`config.mk`:
```
export PLATFORM = sky130hd
export DESIGN_NAME = gmi_arbiter
export DESIGN_NICKNAME = d
export VERILOG_FILES = /design/src/rtl/gmi_arbiter_pkg.sv /design/src/rtl/gmi_rr_picker.sv /design/src/rtl/gmi_arbiter.sv
export SDC_FILE = /design/constraint.sdc
export NUM_CORES = 1
export LEC_CHECK = 0
export BUFFER_PORTS_ARGS = -buffer_cell sky130_fd_sc_hd__buf_2
export CORE_AREA = 4 4 200 202
export CTS_CLUSTER_SIZE = 40
export DETAILED_ROUTE_END_ITERATION = 8
export DIE_AREA = 0 0 204 206
export SLEW_MARGIN = 15
export SYNTH_ARGS = -nofsm -noshare
export SYNTH_HDL_FRONTEND = slang
export SYNTH_HIERARCHICAL = 1
export SYNTH_SLANG_ARGS = --single-unit
```
`constraint.sdc`:
```
create_clock -name clk -period 2.3 [get_ports clk]
set_input_delay 0.23 -clock clk [delete_from_list [all_inputs] [get_ports clk]]
set_output_delay 0.23 -clock clk [all_outputs]
set_load 0.05 [all_outputs]
```
`src/rtl/gmi_arbiter_pkg.sv`:
```
// Shared types and response codes for the GMI arbiter slice.
// Optional response watchdog is enabled with GMI_ARB_TIMEOUT_EN.
`ifndef GMI_DATA_W
`define GMI_DATA_W 32
`endif
`ifndef GMI_ADDR_W
`define GMI_ADDR_W 32
`endif
`ifndef GMI_RSP_OKAY
`define GMI_RSP_OKAY 2'b00
`endif
`ifndef GMI_RSP_TIMEOUT
`define GMI_RSP_TIMEOUT 2'b11
`endif

package gmi_arbiter_pkg;

  typedef enum logic [1:0] {
    ST_IDLE = 2'd0,
    ST_REQ  = 2'd1,
    ST_RESP = 2'd2,
    ST_ERR  = 2'd3
  } arb_state_e;

  localparam logic [1:0] RSP_OKAY    = `GMI_RSP_OKAY;
  localparam logic [1:0] RSP_TIMEOUT = `GMI_RSP_TIMEOUT;

endpackage

```
`src/rtl/gmi_rr_picker.sv`:
```
// Combinational round-robin picker: first asserted request scanning up from last+1.
module gmi_rr_picker #(
  parameter int NUM_M = 4,
  parameter int IDW   = $clog2(NUM_M)
) (
  input  logic [NUM_M-1:0] req,
  input  logic [IDW-1:0]   last,
  output logic             gnt_valid,
  output logic [IDW-1:0]   gnt_idx
);

  int unsigned idx;

  always_comb begin
    gnt_valid = 1'b0;
    gnt_idx   = '0;
    idx       = 0;
    for (int unsigned k = 1; k <= NUM_M; k++) begin
      idx = (32'(last) + k) % NUM_M;
      if (!gnt_valid && req[IDW'(idx)]) begin
        gnt_valid = 1'b1;
        gnt_idx   = IDW'(idx);
      end
    end
  end

endmodule

```
`src/rtl/gmi_arbiter.sv`:
```
// Round-robin arbiter sharing one GMI target among NUM_M masters, one transaction in flight.
// Define GMI_ARB_TIMEOUT_EN to add the response watchdog and ERR state.
`ifndef GMI_DATA_W
`define GMI_DATA_W 32
`endif
`ifndef GMI_ADDR_W
`define GMI_ADDR_W 32
`endif

module gmi_arbiter #(
  parameter int NUM_M      = 4,
  parameter int DATA_WIDTH = `GMI_DATA_W,
  parameter int ADDR_WIDTH = `GMI_ADDR_W,
  parameter int TIMEOUT    = 255,
  parameter int IDW        = $clog2(NUM_M)
) (
  input  logic                          clk,
  input  logic                          rst_n,
  input  logic [NUM_M-1:0]              m_req_valid,
  output logic [NUM_M-1:0]              m_req_ready,
  input  logic [NUM_M-1:0]              m_req_write,
  input  logic [NUM_M*ADDR_WIDTH-1:0]   m_req_addr,
  input  logic [NUM_M*DATA_WIDTH-1:0]   m_req_wdata,
  output logic [NUM_M-1:0]              m_rsp_valid,
  input  logic [NUM_M-1:0]              m_rsp_ready,
  output logic [2*NUM_M-1:0]            m_rsp_status,
  output logic [NUM_M*DATA_WIDTH-1:0]   m_rsp_rdata,
  output logic                          s_req_valid,
  output logic                          s_req_write,
  input  logic                          s_req_ready,
  output logic [ADDR_WIDTH-1:0]         s_req_addr,
  output logic [DATA_WIDTH-1:0]         s_req_wdata,
  input  logic                          s_rsp_valid,
  input  logic [1:0]                    s_rsp_status,
  input  logic [DATA_WIDTH-1:0]         s_rsp_rdata,
  output logic                          s_rsp_ready,
  output logic                          busy,
  output logic [IDW-1:0]                grant_id
);

  import gmi_arbiter_pkg::*;

  arb_state_e     state;
  logic [IDW-1:0] last;
  logic           pick_valid;
  logic [IDW-1:0] pick_idx;

  gmi_rr_picker #(
    .NUM_M (NUM_M),
    .IDW   (IDW)
  ) u_picker (
    .req       (m_req_valid),
    .last      (last),
    .gnt_valid (pick_valid),
    .gnt_idx   (pick_idx)
  );

`ifdef GMI_ARB_TIMEOUT_EN
  localparam int CW = (TIMEOUT < 1) ? 1 : $clog2(TIMEOUT + 1);
  logic [CW-1:0] tmo_cnt;
`endif

  always_ff @(posedge clk or negedge rst_n) begin
    if (!rst_n) begin
      state       <= ST_IDLE;
      last        <= IDW'(NUM_M - 1);
      grant_id    <= '0;
      busy        <= 1'b0;
      s_req_valid <= 1'b0;
      s_req_write <= 1'b0;
      s_req_addr  <= '0;
      s_req_wdata <= '0;
`ifdef GMI_ARB_TIMEOUT_EN
      tmo_cnt     <= '0;
`endif
    end else begin
      case (state)
        ST_IDLE: begin
          // The picker's winner always has valid set, so a pick is a handshake.
          if (pick_valid) begin
            s_req_valid <= 1'b1;
            s_req_write <= m_req_write[pick_idx];
            s_req_addr  <= m_req_addr[pick_idx*ADDR_WIDTH +: ADDR_WIDTH];
            s_req_wdata <= m_req_wdata[pick_idx*DATA_WIDTH +: DATA_WIDTH];
            grant_id    <= pick_idx;
            last        <= pick_idx;
            busy        <= 1'b1;
            state       <= ST_REQ;
          end
        end
        ST_REQ: begin
          if (s_req_ready) begin
            s_req_valid <= 1'b0;
            state       <= ST_RESP;
`ifdef GMI_ARB_TIMEOUT_EN
            tmo_cnt     <= '0;
`endif
          end
        end
        ST_RESP: begin
          if (s_rsp_valid && m_rsp_ready[grant_id]) begin
            busy  <= 1'b0;
            state <= ST_IDLE;
          end
`ifdef GMI_ARB_TIMEOUT_EN
          else if (tmo_cnt == CW'(TIMEOUT - 1)) begin
            state <= ST_ERR;
          end else begin
            tmo_cnt <= tmo_cnt + 1'b1;
          end
`endif
        end
`ifdef GMI_ARB_TIMEOUT_EN
        ST_ERR: begin
          if (m_rsp_ready[grant_id]) begin
            busy  <= 1'b0;
            state <= ST_IDLE;
          end
        end
`endif
        default: state <= ST_IDLE;
      endcase
    end
  end

  always_comb begin
    m_req_ready  = '0;
    m_rsp_valid  = '0;
    m_rsp_status = '0;
    m_rsp_rdata  = '0;
    s_rsp_ready  = 1'b0;
    case (state)
      ST_IDLE: begin
        if (pick_valid) m_req_ready[pick_idx] = 1'b1;
`ifdef GMI_ARB_TIMEOUT_EN
        s_rsp_ready = 1'b1;
`endif
      end
      ST_REQ: begin
`ifdef GMI_ARB_TIMEOUT_EN
        s_rsp_ready = 1'b1;
`endif
      end
      ST_RESP: begin
        m_rsp_valid[grant_id]                           = s_rsp_valid;
        m_rsp_status[2*grant_id +: 2]                   = s_rsp_status;
        m_rsp_rdata[grant_id*DATA_WIDTH +: DATA_WIDTH]  = s_rsp_rdata;
        s_rsp_ready                                     = m_rsp_ready[grant_id];
      end
`ifdef GMI_ARB_TIMEOUT_EN
      ST_ERR: begin
        // Late target responses are accepted and dropped while the error is pending.
        m_rsp_valid[grant_id]         = 1'b1;
        m_rsp_status[2*grant_id +: 2] = RSP_TIMEOUT;
        s_rsp_ready                   = 1'b1;
      end
`endif
      default: ;
    endcase
  end

endmodule
```
## After elaboration in Yosys (flattened, before gate mapping)

Index checks and enable logic that the tools add are counted.

| word-level totals | value |
|---|---|
| bits in registers | 73 |
| latch bits | 0 |
| bits in writable memories | 0 |
| bits in read-only memories | 0 |
| output and inout bits | 214 |
| memories | 0 |

| cells by class | value |
|---|---|
| add/sub/neg operators | 6 |
| multiply operators | 0 |
| div/mod/pow operators | 0 |
| $lt $le $gt $ge | 8 |
| equal/unequal tests | 5 |
| shift-type cells | 6 |
| muxes and demuxes | 39 |
| bitwise logic cells | 3 |
| reduce and logical (&&, ||, !) cells | 16 |

Operators by type and width:

| cell | number |
|---|---|
| $shiftx 128x8->32 | 2 |
| $and 128x128->128 | 1 |
| $mux 128 | 1 |
| $shift 32x34->128 const A | 1 |
| $shiftx 32x34->128 | 1 |
| $neg 3->34 | 1 |
| $neg 7->34 | 1 |
| $shift 2x34->8 const A | 1 |
| $shiftx 2x34->8 | 1 |
| $lt 2x3->1 const B | 6 |
| $mux 1 | 16 |
| $mux 2 | 7 |
| $bmux 1 s2 | 6 |
| $mux 4 | 3 |
| $reduce_and 3->1 | 3 |
| $and 8x8->8 | 1 |
| $mux 8 | 1 |
| $logic_and 1x1->1 | 6 |
| $ne 2x2->1 const B | 3 |
| $pmux 2 s3 | 1 |
| $add 2x1->2 const B | 2 |
| $add 2x2->2 const B | 2 |
| $and 4x4->4 | 1 |
| $demux 1 s2 | 2 |
| other kinds (8) | 13 |

## Longest topological paths before layout

Gate-level depths: netlist (run 1).

| logic depth | value |
|---|---|
| depth in word-level cells | 19 |
| mapped depth | 9 |
| gate-level depth less buffers | 6 |

## Cells and area by module

Netlist (run 1), hierarchy kept.

By module, submodules not included:

| module | instances | cells an instance | area each (um^2) | sequential area each (um^2) |
|---|---|---|---|---|
| gmi_arbiter | 1 | 566 | 5496.5 | 1829.3 |
| gmi_rr_picker | 1 | 14 | 91.3 | 0.0 |

## Worst setup path before layout (run 1)

No wires, ideal clock.

| path | value |
|---|---|
| kind | register -> output |
| from | register last[1] |
| to | output port m_req_ready[1] |
| arrival time | 2.471 ns |
| data required time | 2.070 ns |
| setup slack | -0.401 ns |
| stages on the path, launching flop included | 8 |
| path through | dfstp_2 a21oi_1 a31oi_1 a21oi_1 buf_2 buf_2 buf_2 nor3b_1 |

| on the way | value |
|---|---|
| longest elaborated chain between the ends | 19 |

Ends and longest elaborated chain:

| what | RTL line | source |
|---|---|---|
| from (decl) | gmi_arbiter.sv:44 | `logic [IDW-1:0] last;` |
| from (signal assigned) | gmi_arbiter.sv:66 | `last <= IDW'(NUM_M - 1);` |
| from (signal assigned) | gmi_arbiter.sv:86 | `last <= pick_idx;` |
| $add 2x1->2 | gmi_rr_picker.sv:19 | `idx = (32'(last) + k) % NUM_M;` |
| $bmux 1 s2 | gmi_rr_picker.sv:20 | `if (!gnt_valid && req[IDW'(idx)]) begin` |
| $mux 1 (implied by the code) | gmi_rr_picker.sv:20 |  |
| $mux 1 | gmi_rr_picker.sv:20 |  |
| $logic_not 1->1 | gmi_rr_picker.sv:20 |  |
| $logic_and 1x1->1 | gmi_rr_picker.sv:20 |  |
| $mux 1 | gmi_rr_picker.sv:20 |  |
| $logic_not 1->1 | gmi_rr_picker.sv:20 |  |
| [... 4 more ...] | - |  |
| $mux 2 * | gmi_rr_picker.sv:20 |  |
| net pick_idx[1] | gmi_arbiter.sv:46 | `logic [IDW-1:0] pick_idx;` |
| $lt 2x3->1 (implied by the code) or $ge 2x1->1 (tied branches) | gmi_arbiter.sv:134 | `if (pick_valid) m_req_ready[pick_idx] = 1'b1;` |
| $logic_and 1x1->1 (implied by the code) | gmi_arbiter.sv:134 |  |
| $mux 1 (implied by the code) | gmi_arbiter.sv:134 |  |
| $demux 1 s2 * | gmi_arbiter.sv:134 |  |
| $mux 4 * | gmi_arbiter.sv:134 |  |
| $mux 4 * | gmi_arbiter.sv:132 | `case (state)` |
| to (decl) | gmi_arbiter.sv:20 | `output logic [NUM_M-1:0] m_req_ready,` |

The timed path passes the listed nets; every way through them passes the cells marked *. The select of a mux whose other input is x is not followed.

## Worst setup path in the final report (run 1)

| path | value |
|---|---|
| from | register grant_id[0] |
| to | output port m_rsp_status[0] |

| on the way | value |
|---|---|
| longest elaborated chain between the ends | 4 |

Ends and longest elaborated chain:

| what | RTL line | source |
|---|---|---|
| from (decl) | gmi_arbiter.sv:38 | `output logic [IDW-1:0] grant_id` |
| from (signal assigned) | gmi_arbiter.sv:85 | `grant_id <= pick_idx;` |
| $neg 3->34 * | gmi_arbiter.sv:146 | `m_rsp_status[2*grant_id +: 2] = s_rsp_status;` |
| $shiftx 2x34->8 or $shift 2x34->8 (tied branches) | gmi_arbiter.sv:146 |  |
| $and 8x8->8 (no line) * | - |  |
| $mux 8 * | gmi_arbiter.sv:132 |  |
| to (decl) | gmi_arbiter.sv:26 | `output logic [2*NUM_M-1:0] m_rsp_status,` |

Mark *: on every way between the ends. The rest lies on a longest branch, timed or not.

==> results.md, run 1 <==
Floorplanning:
- The floorplan has between 70 and 80 rows.
- The area of the die is 42000 um^2.
- Pin placement for this block handled 520 I/O pins.
- The effective utilization at floorplan is 0.146.
- The die extent in y is 206 um.
- In this run the standard cell core region covers 38300 um^2.
- The x dimension of the die is 204 um.

Detailed routing:
- The first detailed-routing pass ran for 4 iterations.
- The final routed wire length divided by cell count is 18.8 um.
- In the routed layout, each cell is associated on average with a via count of 4.07.
- The detail route stage leaves a number of antenna-violating nets equal to 0.
- The routed layout has ~6.7k vias.
- The count of unresolved DRC violations after routing is 0.
- The detailed router finished its first iteration with between 200 and 250 violations.
- Wires add up to 31100 um.

Worst setup path:
- The maximum fanout along the worst path is 8.
- The longest individual stage delay on the worst path is 0.43 ns.
- The worst register-to-register path ends at s_req_addr[4]$_DFFE_PN0P_.
- STA classifies the critical path endpoint as an output port.
- The signal on the critical path passes through inv_4 > ha_4 > nor4b_4 > buf_4 > buf_6 > clkbuf_16 > and2_4 > buf_8.
- The worst register-to-register path begins at last[1]$_DFFE_PN1P_.
- STA puts the critical path data arrival time at about 2 ns.
- The top cell family by delay on the critical path is buffers and inverters.
- On the critical path, the stage with the largest delay is an instance of sky130_fd_sc_hd__dfrtp_2.
- Data on the critical path is required at its endpoint by just over 2 ns.
- The startpoint type of the worst setup path is a register.
- Together, buffers and inverters on the worst path number 5.
- The setup slack on the worst flop-to-flop path is 0.03 ns.
- Measured in cells, the most critical reg-to-reg path has a length of 10.
- The critical path class is reg -> out.

Synthesis:
- For this run, the register share of the synthesized area comes to 0.327.
- The number of warnings issued by yosys is 6.
- The net count of the mapped netlist is 891.
- Counting flops with a built-in enable in the synthesized netlist gives 0.
- By instance count, the leading cell after synthesis is sky130_fd_sc_hd__nand2_1.
- The number of different library cells in the post-synthesis netlist is 38.
- After synthesis, the cell types taking the most area are sky130_fd_sc_hd__dfrtp_1 32%, sky130_fd_sc_hd__mux4_2 26%, sky130_fd_sc_hd__nand2_1 14%.
- After synthesis, the most frequently instantiated cells are 205 x sky130_fd_sc_hd__nand2_1, 112 x sky130_fd_sc_hd__and2_1, 71 x sky130_fd_sc_hd__dfrtp_1.
- The share of synthesized area in the top cell type comes to 0.318.
- The synthesized instance count is 580.
- The post-synthesis area per instance is 9.63 um^2.
- The share of flip-flops with an asynchronous set or reset is 1.00.
- The cell area after synthesis is 5590 um^2.
- The biggest area contributor in the post-synthesis netlist is sky130_fd_sc_hd__dfrtp_1.
- In the synthesized netlist the dominant register cell turns out to be sky130_fd_sc_hd__dfrtp_1.
- The post-synthesis sequential element count is 73.

Place:
- The number of port buffers is ~520.
- The detailed-placement wirelength estimate is 23600 um.
- The placed instance count is 1595.
- At the end of routability-driven placement, the weighted congestion stood at around 0.86.

Timing:
- The number of max-slew violations in the final report is 0.
- Setup violations remaining at the end of the flow were counted as 0.
- Static timing analysis puts the maximum clock frequency at between 400 and 500 MHz.
- Setup repair after global routing could not meet its margin everywhere.
- The post-route fraction of the period consumed by the critical path is 0.991.
- Setup total negative slack on the finished layout was measured at 0 ns.
- The worst max-slew margin expressed relative to the limit is 0.349.
- The final number of hold-violating endpoints is 0.
- The time the final worst path needs with I/O delays and setup is 2.28 ns.
- The transition time at the pin with the least slew margin is roughly 0.98 ns.
- The clock skew is 0.0133 ns.

CTS:
- TritonCTS built the clock tree.
- The level count of the clock H-tree is 3.
- The cts-stage hold buffer count is 0.
- The clock drives 73 sinks.
- The clock latency of the later-clocked register in the worst-skew pair is 0.36 ns.
- Buffers inserted during clock tree synthesis total 9.
- Clock-pin slew was measured on the worst setup and hold paths at 0.07 ns.
- The clock tree root driver cell is sky130_fd_sc_hd__clkbuf_16.
- No sink is reached through more buffers than the 2 on the longest clock path.

Power:
- The power density of the placed cells is 1100 nW/um^2.
- Summed over all cells, the static leakage comes to 0.00559 uW.
- The maximum VDD drop is 0.608 mV.
- The total power is 12000 uW.

Global route:
- Across every metal layer, demand over resource in global routing totals 0.127.
- The global route total overflow is 0.
- The first-pass GRT wire length is 40000 um.
- The number of antenna violations at the first check in global routing was 14.
- Entering global routing, the biggest net connects 74 pins.
- The number of global-route vias before repair is slightly below 7k.

Min path:
- The worst min-delay path class is in -> async.

Run status:
- The flow ran to the end, and the final reports show no timing, DRC or antenna violations.

Layout:
- After the last flow step, the layout net total stands at 1435.
- The non-filler instance count after layout is ~1.7k.
- The area overhead of the layout relative to synthesis is 95.7%.
- The fraction of layout instances using a drive strength above 1 is 0.724.

Flow run:
- The tool flagged a number of max-cap violations equal to 0.
## metal layers
layer,vias to the layer above,track usage,part of all wire
met5,-,0,0.00068
met4,4,0.0615,0.046
met3,69,0.0464,0.098
met2,409,0.237,0.52
met1,3215,0.125,0.33
li1,3044,-,-
## cell usage in the layout, fill, tap and decap left out, types with 2 or more instances in the layout
cell type | netlist | layout
sky130_fd_sc_hd__and3_1 | 5 | 5
sky130_fd_sc_hd__a21oi_1 | 4 | 3
sky130_fd_sc_hd__nor2_2 | 0 | 2
sky130_fd_sc_hd__buf_6 | 2 | 83
sky130_fd_sc_hd__clkbuf_16 | 0 | 15
sky130_fd_sc_hd__o21ai_0 | 5 | 5
sky130_fd_sc_hd__buf_16 | 0 | 3
sky130_fd_sc_hd__nand2_1 | 205 | 202
sky130_fd_sc_hd__and2_1 | 112 | 6
sky130_fd_sc_hd__bufbuf_16 | 0 | 2
sky130_fd_sc_hd__dfrtp_1 | 71 | 67
sky130_fd_sc_hd__dfrtp_2 | 0 | 4
sky130_fd_sc_hd__inv_4 | 0 | 2
sky130_fd_sc_hd__dfstp_2 | 2 | 2
sky130_fd_sc_hd__clkinvlp_4 | 0 | 2
sky130_fd_sc_hd__nand2b_1 | 3 | 2
sky130_fd_sc_hd__o2bb2ai_1 | 2 | 2
sky130_fd_sc_hd__nor2_1 | 7 | 5
sky130_fd_sc_hd__diode_2 | 0 | 8
sky130_fd_sc_hd__nand2_2 | 0 | 3
sky130_fd_sc_hd__buf_2 | 14 | 377
sky130_fd_sc_hd__ha_1 | 5 | 4
sky130_fd_sc_hd__clkinv_4 | 0 | 2
sky130_fd_sc_hd__nand2b_4 | 1 | 2
sky130_fd_sc_hd__clkbuf_4 | 0 | 2
sky130_fd_sc_hd__buf_12 | 0 | 15
sky130_fd_sc_hd__nor3b_4 | 0 | 2
sky130_fd_sc_hd__nor3_4 | 0 | 2
sky130_fd_sc_hd__buf_4 | 0 | 60
sky130_fd_sc_hd__inv_1 | 5 | 4
sky130_fd_sc_hd__mux4_2 | 65 | 65
sky130_fd_sc_hd__and2_4 | 0 | 32
sky130_fd_sc_hd__buf_8 | 0 | 29
sky130_fd_sc_hd__and2_2 | 24 | 98
## where the power goes
part | internal [uW] | switching, uW
Combinational | 3080 | 5160
Sequential | 1960 | 439
Clock | 747 | 647
## per-stage QoR
| step | util | area, um^2 | setup WS [ns] | hold WS (ns) |
|---|---|---|---|---|
| after floorplan | - | 5730 | -0.000585 | -0.0656 |
| after global placement | 0.240 | 9170 | 0.170 | 0.450 |
| after detailed placement | 0.240 | 9170 | 0.0929 | 0.458 |
| after CTS | 0.261 | 9980 | 0.000487 | 0.0501 |
| after global routing | 0.285 | 10900 | -0.0738 | 0.102 |
| final | 0.286 | 10900 | 0.0201 | 0.0356 |
## cells by family after synthesis
logic type / synth area share
AO/OA/AOI/OAI: 0.0195
flip-flops: 0.327
AND/OR/NAND/NOR: 0.334
buffers and inverters: 0.0408
multiplexers: 0.268
adder cells (fa/ha/maj): 0.0112
## sequential cells by signal, indices dropped and copies added, names as in the netlist
name,cells
s_req_addr,32
s_req_write,1
s_req_valid,1
state,2
busy,1
last,2
grant_id,2
s_req_wdata,32
## how the worst max path moves through the flow
stage                                  end  cells after the start                     from  slack (ns)
2_1_floorplan               m_req_ready[2]                      7      last[1]$_DFFE_PN1P_     -0.0006
3_3_place_gp    s_req_addr[26]$_DFFE_PN0P_                      8      last[1]$_DFFE_PN1P_        0.17
3_5_place_dp   s_req_wdata[21]$_DFFE_PN0P_                      6      last[1]$_DFFE_PN1P_        0.09
4_1_cts         s_req_wdata[6]$_DFFE_PN0P_                      9      last[1]$_DFFE_PN1P_      0.0005
5_1_grt                     m_req_ready[0]                      6      last[1]$_DFFE_PN1P_       -0.07
6_report                   m_rsp_status[0]                      8  grant_id[0]$_DFFE_PN0P_        0.02
## final cells by class
cell class / instances / area [um^2]
Antenna cell: 8 / 20.0
Clock buffer: 10 / 229
Clock inverter: 6 / 52.6
Fill cell: 3984 / 27400
Inverter: 6 / 27.5
Multi-Input combinational cell: 457 / 3800
Sequential cell: 73 / 1830
Tap cell: 518 / 648
Timing Repair Buffer: 577 / 4320
## worst reg2reg max path: cells and delay by family, from the launching register on
family,cells,cell delay [ns]
and+or+nand+nor,3,0.28
muxes,1,0.49
AOI/OAI and AO/OA,2,0.25
DFF,1,0.59
buffers and inverters,4,0.53
## timing repair
| item | 4_1_cts | 5_1_grt |
|---|---|---|
| buffers inserted | 8 | 18 |
| endpoints found under the hold margin | 0 | 0 |
| resized for setup | 131 | 244 |
| setup endpoints to repair | 140 | 179 |
| cloned | 3 | 8 |
| pin swaps | 2 | 7 |
(Power assumes the default switching activity.)
==> run 2: changes to the inputs <==
Settings changed: CORE_AREA 4 4 200 202 to 4 4 198 200, DIE_AREA 0 0 204 206 to 0 0 202 204.
Clock period 2.3 ns to 2.95 ns, I/O delays scaled along.
==> run 2 against run 1 <==
Final area is 16% lower. Count of clock-buffer cells in the layout stayed put. Via count is 6.4% lower. Combinational power is 33% lower. Clock skew is 0.0075 ns lower. Setup slack better by 0.20 ns. First-iteration DRC count is 19% higher. Global-route usage is 0.70 points lower. Flip-flop and latch count stayed put. Non-clock buffer count is 45 lower. Power is 29% lower. Die area is 1.9% lower. Critical endpoint is now m_rsp_rdata[48]. Highest routed layer unchanged.
==> results.md, run 2 (synthesis results as in run 1) <==
Global route:
- The number of global-route vias before repair is 6577 (was 6760).
- The number of antenna violations at the first check in global routing is 8 (was 14).
- The global route total overflow came to 0 (unchanged).
- The pin count of the biggest net entering global routing is 68 (was 74).
- The first-pass GRT wire length is 38200 um (was 40000 um).
- The overall routing resource usage was 0.120 (was 0.127).

Worst setup path:
- Critical path, cell by cell: inv_2 > ha_1 > nand2_1 > nor4_4 > buf_4 > and2_2 > buf_2 (was inv_4 > ha_4 > nor4b_4 > buf_4 > buf_6 > clkbuf_16 > and2_4 > buf_8).
- The category of the worst setup path capture point is an output port (unchanged).
- The sum of buffers and inverters on the critical path is 3 (was 5).
- The maximum fanout along the worst path came to 34 (was 8).
- The longest individual stage delay on the worst path is 0.50 ns (was 0.43 ns).
- The top cell family by delay on the critical path is buffers and inverters (unchanged).
- The startpoint type of the worst setup path is a register (unchanged).
- The number of cells on the worst reg-to-reg path is 7 (was 10).
- The critical-path cell with the highest stage delay is sky130_fd_sc_hd__dfrtp_2 (unchanged).
- The number of cells on the critical path came to 7 (was 8).
- The signal arrival time at the worst endpoint is 2.43 ns (was 2.05 ns).
- The endpoint required time on the critical path was 2.65 ns (was 2.07 ns).
- The critical path class is reg -> out (unchanged).

Detailed routing:
- The met2 routed wirelength came to 13700 um (was 16200 um).
- The count of routing violations after the opening detailed-route iteration is 286 (was 241).
- The mean number of vias per cell came to 3.95 (was 4.07).
- The routed length on met3 is 2350 um (was 3050 um).
- The detailed-route wire length came to 26300 um (was 31100 um).
- The uppermost metal layer occupied by signal nets is met5 (unchanged).
- The count of nets left with antenna violations after detail routing is 0 (unchanged).
- The detailed-routing iteration count for the pre-antenna-repair pass is 6 (was 4).
- The detailed-route via count is 6307 (was 6741).
- The count of unresolved DRC violations after routing is 0 (unchanged).
- The final routed wire length divided by cell count is 16.5 um (was 18.8 um).
- The total routed wire length on the met1 layer is 9560 um (was 10400 um).

Floorplanning:
- The area of the die is 41200 um^2 (was 42000 um^2).
- The I/O pin count is 520 (unchanged).
- The die extent in y is 204 um (was 206 um).
- The x dimension of the die came to 202 um (was 204 um).
- The area of the core was 37400 um^2 (was 38300 um^2).
- The effective utilization at floorplan is 0.149 (was 0.146).
- The cell row count came to 71 (was 72).

Timing:
- Of the available clock period, the critical path in the final layout requires 0.925.
- The final sum of negative setup slack was 0 ns (unchanged).
- The worst max-slew margin expressed relative to the limit is 0.685 (was 0.349).
- For this run, the top clock speed supported by timing is approximately 370 MHz.
- The total of endpoints with negative setup slack in the final report is 0 (unchanged).
- The number of max-slew violations in the final report is 0 (unchanged).
- RSZ-0062 raised after global routing: false (was true).
- The transition time at the pin with the least slew margin was 0.472 ns (was 0.977 ns).
- The clock skew is 0.00577 ns (was 0.0133 ns).
- The worst path in the final design needs a cycle of 2.73 ns, including I/O delays and setup.
- The final number of hold-violating endpoints is 0 (unchanged).

Place:
- The detailed-placement wirelength estimate came to 22500 um (was 23600 um).
- The routability congestion estimate came to 0.882 (was 0.856).
- The number of port buffers is 519 (unchanged).
- The placed instance count is 1578 (was 1595).

Layout:
- The area occupied by registers is 1830 um^2 (about the same).
- The fraction of layout instances using a drive strength above 1 is 0.601 (was 0.724).
- The count of filler cells inserted in the layout is 4113 (was 3984).
- The leading cell type in the layout, fill and taps excluded is sky130_fd_sc_hd__buf_2 (unchanged).
- The area occupied by multi-input gates is 3560 um^2 (was 3800 um^2).
- The non-filler instance count after layout is 1598 (was 1655).
- The number of nets in the layout is 1390 (was 1435).
- Most used cells in the layout excluding fill and tap cells: 517 x sky130_fd_sc_hd__buf_2, 205 x sky130_fd_sc_hd__nand2_1, 112 x sky130_fd_sc_hd__and2_1, 70 x sky130_fd_sc_hd__dfrtp_1, 65 x sky130_fd_sc_hd__mux4_2 (was 377 x sky130_fd_sc_hd__buf_2, 202 x sky130_fd_sc_hd__nand2_1, 98 x sky130_fd_sc_hd__and2_2, 83 x sky130_fd_sc_hd__buf_6, 67 x sky130_fd_sc_hd__dfrtp_1).
- The area overhead of the layout relative to synthesis is 63.5% (was 95.7%).
- Top Registers: s_req_addr (32), s_req_wdata (32) (unchanged).

CTS:
- The buffer levels on the longest clock path came to 2 (unchanged).
- The clock tree root driver cell is sky130_fd_sc_hd__clkbuf_16 (unchanged).
- The level count of the clock H-tree is 3 (unchanged).
- The total CTS buffers is 9 (unchanged).
- The number of sinks handled by clock tree synthesis is 73 (unchanged).
- The clock latency of the later-clocked register in the worst-skew pair came to 0.34 ns (was 0.36 ns).
- The clock edge transition at the registers on the reported setup and hold paths is 0.06 ns (was 0.07 ns).
- The CTS tree is built (unchanged).

Min path:
- The worst min-delay path class is in -> reg (was in -> async).
- The hold-critical path depth is 3.

Power:
- The power density of the placed cells is 929 nW/um^2 (was 1100 nW/um^2).
- The static leakage power is 0.00506 uW (was 0.00559 uW).
- The maximum VDD drop is 0.370 mV (was 0.608 mV).

Run status:
- Status: finished, final reports clean (unchanged).

Flow run:
- The max capacitance violation total came to 0 (unchanged).
run 2: cell types whose count changed in the layout (fill, tap and decap cells not counted), moves of 5 or more:
cell                        previous run  this run
sky130_fd_sc_hd__buf_12               15         5
sky130_fd_sc_hd__diode_2               8         3
sky130_fd_sc_hd__and2_1                6       112
sky130_fd_sc_hd__buf_8                29         0
sky130_fd_sc_hd__and2_2               98        24
sky130_fd_sc_hd__clkbuf_16            15         9
sky130_fd_sc_hd__buf_4                60         9
sky130_fd_sc_hd__and2_4               32         0
sky130_fd_sc_hd__buf_2               377       517
sky130_fd_sc_hd__buf_6                83         0
run 2: layout make-up:
cell class,count,share of cell area
antenna,3,0.000822
clock buffer,10,0.0262
clock inverter,6,0.00712
inverter,6,0.00247
multi-input combinational,457,0.390
sequential,73,0.200
tap,511,0.0700
timing repair buffer,532,0.303
run 2: where the power goes:
part / switching [uW] / internal [uW]
registers: 326 / 1520
clock network: 468 / 680
logic: 3780 / 1710
run 2: final timing paths:
check / from / end / slack, ns
setup reg to reg: last[1]$_DFFE_PN1P_ / s_req_wdata[2]$_DFFE_PN0P_ / 0.48
hold reg to reg: s_req_wdata[18]$_DFFE_PN0P_ / s_req_wdata[18]$_DFFE_PN0P_ / 0.47
max in group asynchronous: rst_n / s_req_wdata[21]$_DFFE_PN0P_ / 1.90
hold / removal: s_req_ready / state[1]$_DFFE_PN0P_ / 0.24
setup / recovery: grant_id[0]$_DFFE_PN0P_ / m_rsp_rdata[48] / 0.22
min in group asynchronous: rst_n / s_req_addr[30]$_DFFE_PN0P_ / 0.43
run 2: timing repair:
item	CTS	global route
hold buffers	1	0
resized for setup	0	1
endpoints found under the setup margin	0	102
hold endpoints to repair	21	0
buffers inserted	0	0
run 2: layer usage:
metal	up-vias	GRT usage
li1	2944	-
met1	2974	0.129
met2	343	0.223
met3	40	0.0376
met4	6	0.0425
met5	-	0
run 2: worst min-delay path, delay by kind of cell:
family / cells / cell delay, ns
buffers and inverters: 1 / 0.11
and+or+nand+nor: 1 / 0.07
AOI/OAI and AO/OA: 1 / 0.07
run 2: stage by stage:
| step | setup WS (ns) | utilization | power, uW | hold WS (ns) | area [um^2] |
|---|---|---|---|---|---|
| 2_1_floorplan | 0.184 | - | 5870 | -0.000591 | 5590 |
| 3_3_place_gp | 0.480 | 0.236 | 7380 | 0.248 | 8810 |
| 3_5_place_dp | 0.455 | 0.236 | 7480 | 0.254 | 8810 |
| 4_1_cts | 0.0581 | 0.244 | 8680 | 0.213 | 9130 |
| 5_1_grt | 0.0401 | 0.244 | 9070 | 0.228 | 9130 |
| 6_report | 0.222 | 0.244 | 8490 | 0.241 | 9130 |
